### src/rtl/corescore_reset_seq.sv
// Reset sequencer for the core clock domain: qualifies MMCM lock, then releases the
// peripheral reset followed by the core-array reset, and re-sequences on lock loss.
module corescore_reset_seq #(
  parameter int unsigned SYNC_STAGES    = 2,
  parameter int unsigned LOCK_CYCLES    = 16,
  parameter int unsigned HOLD_CYCLES    = 64,
  parameter int unsigned STAGGER_CYCLES = 16,
  parameter int unsigned CW             = 16
) (
  input  logic       i_clk,
  input  logic       i_rst_n,
  input  logic       i_locked,
  output logic       o_rst_periph,
  output logic       o_rst_cores,
  output logic       o_ready,
  output logic [7:0] o_relock_cnt
);

  typedef enum logic [2:0] {
    StReset    = 3'd0,
    StWaitLock = 3'd1,
    StHold     = 3'd2,
    StPeriph   = 3'd3,
    StRun      = 3'd4
  } state_e;

  logic [SYNC_STAGES-1:0] rst_sync_q;
  logic [SYNC_STAGES-1:0] lock_sync_q;
  logic                   rst_s;
  logic                   locked_s;

  state_e      state_q, state_d;
  logic [CW-1:0] cnt_q, cnt_d;
  logic [7:0]  relock_q, relock_d;
  logic        rst_periph_q, rst_periph_d;
  logic        rst_cores_q, rst_cores_d;
  logic        ready_q, ready_d;
  logic        lose;

  // Assert asynchronously, release synchronously by shifting a 1 through the chain.
  always_ff @(posedge i_clk or negedge i_rst_n) begin
    if (!i_rst_n) begin
      rst_sync_q  <= '0;
      lock_sync_q <= '0;
    end else begin
      rst_sync_q  <= {rst_sync_q[SYNC_STAGES-2:0], 1'b1};
      lock_sync_q <= {lock_sync_q[SYNC_STAGES-2:0], i_locked};
    end
  end

  assign rst_s    = rst_sync_q[SYNC_STAGES-1];
  assign locked_s = lock_sync_q[SYNC_STAGES-1];

  always_comb begin
    state_d  = state_q;
    cnt_d    = cnt_q;
    relock_d = relock_q;
    lose     = 1'b0;
    case (state_q)
      StReset: begin
        if (rst_s) state_d = StWaitLock;
      end
      StWaitLock: begin
        if (!locked_s) begin
          cnt_d = '0;
        end else if (cnt_q == CW'(LOCK_CYCLES - 1)) begin
          state_d = StHold;
        end else begin
          cnt_d = cnt_q + CW'(1);
        end
      end
      StHold: begin
        if (!locked_s) begin
          lose = 1'b1;
        end else if (cnt_q == CW'(HOLD_CYCLES - 1)) begin
          state_d = StPeriph;
        end else begin
          cnt_d = cnt_q + CW'(1);
        end
      end
      StPeriph: begin
        if (!locked_s) begin
          lose = 1'b1;
        end else if (cnt_q == CW'(STAGGER_CYCLES - 1)) begin
          state_d = StRun;
        end else begin
          cnt_d = cnt_q + CW'(1);
        end
      end
      StRun: begin
        if (!locked_s) lose = 1'b1;
      end
      default: state_d = StReset;
    endcase

    if (lose) begin
      state_d = StWaitLock;
      if (relock_q != 8'hff) relock_d = relock_q + 8'd1;
    end
    if (state_d != state_q) cnt_d = '0;

    // Outputs are derived from the next state so they move on the transition edge.
    rst_periph_d = !((state_d == StPeriph) || (state_d == StRun));
    rst_cores_d  = (state_d != StRun);
    ready_d      = (state_d == StRun);
  end

  always_ff @(posedge i_clk or negedge i_rst_n) begin
    if (!i_rst_n) begin
      state_q      <= StReset;
      cnt_q        <= '0;
      relock_q     <= '0;
      rst_periph_q <= 1'b1;
      rst_cores_q  <= 1'b1;
      ready_q      <= 1'b0;
    end else begin
      state_q      <= state_d;
      cnt_q        <= cnt_d;
      relock_q     <= relock_d;
      rst_periph_q <= rst_periph_d;
      rst_cores_q  <= rst_cores_d;
      ready_q      <= ready_d;
    end
  end

  assign o_rst_periph = rst_periph_q;
  assign o_rst_cores  = rst_cores_q;
  assign o_ready      = ready_q;
  assign o_relock_cnt = relock_q;

endmodule

### config.mk
export PLATFORM = sky130hd
export DESIGN_NAME = corescore_reset_seq
export DESIGN_NICKNAME = d
export VERILOG_FILES = /design/src/rtl/corescore_reset_seq.sv
export SDC_FILE = /design/constraint.sdc
export NUM_CORES = 1
export LEC_CHECK = 0
export CORE_MARGIN = 5
export CORE_UTILIZATION = 57
export DETAILED_ROUTE_END_ITERATION = 10
export MAX_ROUTING_LAYER = met4
export PLACE_DENSITY = 0.78
export RECOVER_POWER = 25
export SLEW_MARGIN = 0
export SYNTH_ARGS = -nofsm -noshare
export SYNTH_HDL_FRONTEND = slang
export SYNTH_SLANG_ARGS = --single-unit
export TNS_END_PERCENT = 10
### constraint.sdc
create_clock -name i_clk -period 3.4 [get_ports i_clk]
set_clock_uncertainty 0.15 [all_clocks]
set_input_delay 0.68 -clock i_clk [delete_from_list [all_inputs] [get_ports i_clk]]
set_output_delay 0.68 -clock i_clk [all_outputs]
set_load 0.02 [all_outputs]
==> metrics.txt, run 1 <==
#FFs+latches synth 34; H-tree levels 2; Critical Path Slowest Stage Cell nor4_1; sequential share of power 0.485; post-synthesis xor/xnor area fraction 0.0487; dominant cells by area after synthesis dfrtp_1, o21ai_0, nor2_1, xnor2_1, dfstp_2; R2R Path Start cnt_q[10]$_DFFE_PN0P_; drt drc 0; setup TNS 0 ns; largest net degree at the start of global routing 35; post-synthesis simple-gate area fraction 0.246; ant diodes 0; CP Capture Type flip-flop; highest clock rate 389 MHz; worst skew pair latency 0.34 ns; R2R depth 6; RR Endpoint cnt_q[0]$_DFFE_PN0P_; fin crit share 0.755; core area 3030 µm²; Hold Crit Class flip-flop to flip-flop; Die Span X 66.1 µm; clk buf depth 2; hold path startpoint lock_sync_q[0]$_DFF_PN0_; post-DP HPWL 2660 µm; final-stage net count 210; maximum vdd ir drop 369 µV; initial antenna violation count 0; CP Capture Point cnt_q[0]$_DFFE_PN0P_; IO Count 14; CTS clk-pin slew, worst paths 0.11 ns; gr usage total 0.204; drt initial violations 138; post-CTS setup buffer count 0; CTS buffer count 5; grt ovf 0; Least-Margin Pin Slew ~1.8 ns; # clock sinks 34; Area Growth Syn to Fin 15.0%; CTS tree done; post-cts repair resize count 0; syn nets roughly 190; Hold Vio Cnt, Final 0; Critical Path Most Common Cell nor4_1; clock network power share 0.424; die extent in y 66.1 µm; Power Density 447 nW/µm²; Startpoint Class flip-flop; share of layout cells above drive strength 1 0.0971; drt total wl approximately 3800 µm; min Tclk post-route 2.57 ns; Max Slew Vio Count 35; Post-synth EDFFs 0; Worst Setup SP cnt_q[10]$_DFFE_PN0P_; status finished, violations left; Post-Synth Adder-Cell Area 0.0139; Post-synth top cells dfrtp_1, nor2_1, o21ai_0, nand2_1, a21oi_1; Req. time, crit path roughly 3.5 ns; mux share of post-synthesis cell area 0.00627; root buffer cell clkbuf_4; largest family of logic cells by synthesized area simple AND/OR/NAND/NOR gates; WP data arrival 2.62 ns; row cnt 20; setup ws final 0.832 ns; TritonRoute pass-1 iters 5; RSZ-0062 raised after global routing no; CP Class flip-flop to flip-flop; worst path buffer plus inverter count 0; most frequent cell after synthesis dfrtp_1; Post-CTS Hold Fix Bufs 0; vias post-DR 1481; P_int 0.708 mW; Post-Synthesis Cell Area 1800 µm²; syn avg cell area around 9.5 µm²; net switching power 0.216 mW; Switching Share 0.234; violated checks max-capacitance violations, max-slew violations; Max-cap violations 1; Critical Path Stages 6; Port Buffers 13; CP cell instances nor4_1 -> nand4_2 -> nor4_1 -> o21ai_0 -> a21oi_2 -> nor3_1; sequential area share after synthesis 0.475; final setup vio count 0; main flop type after synthesis dfrtp_1; CP max stage delay 0.48 ns; Placer Congestion 0.888; number of global-route vias before repair about 1400; die area 4380 µm²; starting density of the core 0.593; top cell type's share of synthesized area 0.446; post-synthesis compound-gate area fraction 0.176; final antenna-violating net count 0; Post-Synthesis Cells approximately 190; Synth area leader dfrtp_1; LEAKAGE 0.897 nW; Comb power frac 0.091; Max-slew headroom -0.195; worst-path maximum fanout 9; synth unique cells 49; first-pass GRT wire length 6620 µm; Ys Warns 0; family with the most delay on the worst path simple AND/OR/NAND/NOR gates; async set-reset flop share out of synthesis 1.00; post-place setup slack 0.904 ns; Avg WL per Cell 15.3 µm; vias per inst 5.92; Reg2Reg Setup Slack 0.83 ns
[kinds of logic after synthesis]
group                      count (synthesis)
DFF                                       34
xor gates and xnor gates                  10
muxes                                      1
and+or+nand+nor                           79
buffers and inverters                     12
AOI/OAI and AO/OA                         50
adders and majority gates                  2
other                                      1
[worst min-delay path by stage]
stage                          endpoint  depth (start not counted)
2_1_floorplan  lock_sync_q[1]$_DFF_PN0_                          0
4_1_cts        lock_sync_q[1]$_DFF_PN0_                          0
3_5_place_dp   lock_sync_q[1]$_DFF_PN0_                          0
3_3_place_gp    rst_sync_q[1]$_DFF_PN0_                          0
6_report       lock_sync_q[1]$_DFF_PN0_                          0
5_1_grt        lock_sync_q[1]$_DFF_PN0_                          0
[through the flow]
stage / cell area [µm²] / total power, mW / instances / hold WS, ns / util
after floorplan: 1800 / 0.511 / 189 / 0.181 / -
after global placement: 1960 / 0.537 / 242 / 0.186 / 0.647
after detailed placement: 1960 / 0.541 / 242 / 0.186 / 0.647
after CTS: 2070 / 0.933 / 250 / 0.211 / 0.683
after global routing: 2070 / 0.968 / 250 / 0.226 / 0.682
final: 2070 / 0.924 / 250 / 0.209 / 0.682
[final cells by class]
class | count | area [µm²]
tap | 44 | 55.1
multi-input combinational | 143 | 886
sequential | 34 | 853
clock buffer | 6 | 51.3
clock inverter | 2 | 60.1
fill | 240 | 962
inverter | 7 | 26.3
timing repair buffer | 14 | 134
[power by group through the flow]
stage / Clock (mW) / Combinational [mW] / Sequential [mW]
6_report: 0.391 / 0.0843 / 0.448
5_1_grt: 0.416 / 0.0987 / 0.453
4_1_cts: 0.399 / 0.0862 / 0.448
3_5_place_dp: 0 / 0.0851 / 0.456
3_3_place_gp: 0 / 0.0814 / 0.455
2_1_floorplan: 0 / 0.0630 / 0.448
[worst reg2reg max path: cells and delay by family, from the launching register on]
family          cells  cell delay, ns
compound gates      2            0.64
simple gates        4            1.17
flops               1            0.47
[layout by cell type, fill, tap and decap left out, types with 5 or more instances in the layout]
master           instances
o21ai_0                 17
clkdlybuf4s50_1         11
xnor2_1                  7
clkbuf_4                 5
nor2_1                  22
nand3_1                  7
nor4_1                   5
a31oi_1                  5
dfrtp_1                 32
a21oi_1                  9
nand2_1                 11
inv_1                    7
[routing by layer]
layer | part of all wire | track usage | vias to the layer above | wire length (µm)
met4 | 0.015 | 0.0787 | 0 | 59
met2 | 0.45 | 0.292 | 56 | 1710
met3 | 0.071 | 0.0561 | 9 | 273
met5 | 0 | - | - | 0
li1 | - | - | 723 | -
met1 | 0.47 | 0.274 | 693 | 1790
[sequential cells by signal, summed over array words and instances (netlist names)]
| name | flops |
|---|---|
| lock_sync_q | 2 |
| o_rst_cores | 1 |
| rst_sync_q | 2 |
| o_rst_periph | 1 |
| cnt_q | 16 |
| state_q | 3 |
| o_relock_cnt | 8 |
| o_ready | 1 |
Note: power is estimated with default switching activity, not from simulation.
==> run 2: changes to the inputs <==
clock period = 2.4 ns   (was 3.4 ns; I/O delays follow)
==> run 2 against run 1 <==
The run now ends clean. Clock-buffer cell count stayed put. Register-to-register slack got worse by 0.73 ns. Sequential power grew 41%. Largest power group unchanged.
==> metrics.txt, run 2 (synthesis gave the netlist of run 1 again) <==
status finished clean; final setup vio count 0; final hold slack 0.222 ns; post-CTS setup buffer count 0; Least-Margin Pin Slew around 0.81 ns; worst skew pair latency 0.34 ns; Max Slew Vio Count 0; CP Capture Type flip-flop; Avg WL per Cell 14.8 µm; Hold Crit Class flip-flop to flip-flop; final-stage net count 229; Critical Path Slowest Stage Cell or4_4; drt total wl 3970 µm; RSZ-0062 raised after global routing no; Port Buffers 13; IO Count 14; setup ws final 0.0974 ns; post-cts repair resize count 0; row cnt 20; initial antenna violation count 0; Biggest register cnt_q; Critical Path Most Common Cell a21oi_2; Startpoint Class flip-flop; Max-slew headroom 0.462; Area Growth Syn to Fin 23.3%; CP cell instances ha_1 -> and3_4 -> nand4_2 -> a21oi_2 -> or3_1 -> or4_4 -> a21oi_2; R2R Path Start cnt_q[0]$_DFFE_PN0P_; Placer Congestion 0.896; Worst Setup SP cnt_q[0]$_DFFE_PN0P_; LEAKAGE 0.995 nW; CTS clk-pin slew, worst paths 0.10 ns; WP data arrival roughly 2.4 ns; Fill cells around 240; largest net degree at the start of global routing 35; fin crit share 0.959; Layout Utilization 0.732; Die Span X 66.1 µm; grt ovf 0; Power Density between 500 and 600 nW/µm²; gr usage total 0.218; Hold Vio Cnt, Final 0; register area 853 µm²; setup TNS 0 ns; clk buf depth 2; CTS buffer count 5; max FFs per register 16; maximum vdd ir drop 680 µV; die extent in y 66.1 µm; Req. time, crit path 2.53 ns; hold path startpoint rst_sync_q[0]$_DFF_PN0_; worst-path maximum fanout 6; # clock sinks 34; H-tree levels 2; number of global-route vias before repair 1579; Max-cap violations 0; commonest non-fill, non-tap cell in the layout dfrtp_1; ant diodes 0; die area roughly 4400 µm²; post-DP HPWL 2850 µm; min Tclk post-route 2.30 ns; core area 3030 µm²; highest clock rate 434 MHz; TritonRoute pass-1 iters 5; drt drc 0; CP max stage delay 0.49 ns; share of layout cells above drive strength 1 0.182; CTS tree done; vias per inst just under 6; final antenna-violating net count 0; post-place setup slack 0.117 ns; Post-CTS Hold Fix Bufs 0; vias post-DR 1555; area of the multi-input gates between 800 and 900 µm²; starting density of the core 0.593; most frequent cells in the layout dfrtp_1, nor2_1, buf_4; CP Class flip-flop to flip-flop; drt initial violations approximately 120; root buffer cell clkbuf_4; first-pass GRT wire length 7070 µm
-- run 2: final timing paths --
check	end	slack, ns	cells after the start
min in group asynchronous	cnt_q[5]$_DFFE_PN0P_	0.59	2
hold / removal	rst_sync_q[1]$_DFF_PN0_	0.22	0
max in group asynchronous	cnt_q[0]$_DFFE_PN0P_	0.99	2
hold reg to reg	rst_sync_q[1]$_DFF_PN0_	0.22	0
setup / recovery	cnt_q[9]$_DFFE_PN0P_	0.1	7
setup reg to reg	cnt_q[9]$_DFFE_PN0P_	0.1	7
-- run 2: cell type report --
cell class | count | share of cell area
clock inverters | 2 | 0.0271
inverters | 7 | 0.0119
flip-flops and latches | 34 | 0.385
multi-input cells | 143 | 0.403
well taps | 44 | 0.0248
clock buffers | 6 | 0.0232
repair buffers | 33 | 0.125
-- run 2: metrics by stage --
step | cell area (µm²) | power, mW | instances
after floorplan | 1800 | 0.723 | 189
after global placement | 2100 | 0.773 | 261
after detailed placement | 2100 | 0.783 | 261
after CTS | 2210 | 1.33 | 269
after global routing | 2220 | 1.39 | 269
final | 2220 | 1.32 | 269
-- run 2: power breakdown --
group / total [mW] / internal (mW) / switching [mW]
clock: 0.545 / 0.353 / 0.192
sequential: 0.632 / 0.601 / 0.0315
combinational: 0.140 / 0.0626 / 0.0775
-- run 2: worst max-delay path, delay by kind of cell, from the launching register on --
kind,cells,cell delay (ns)
AO/OA/AOI/OAI,2,0.22
adder cells (fa/ha/maj),1,0.25
AND/OR/NAND/NOR,4,1.18
flip-flops,1,0.44
-- run 2: routing by layer --
| metal | wire, µm | up-vias | GRT usage |
|---|---|---|---|
| li1 | - | 757 | - |
| met1 | 1830 | 739 | 0.285 |
| met2 | 1840 | 50 | 0.318 |
| met3 | 228 | 9 | 0.0595 |
| met4 | 73 | 0 | 0.0939 |
| met5 | 0 | - | - |
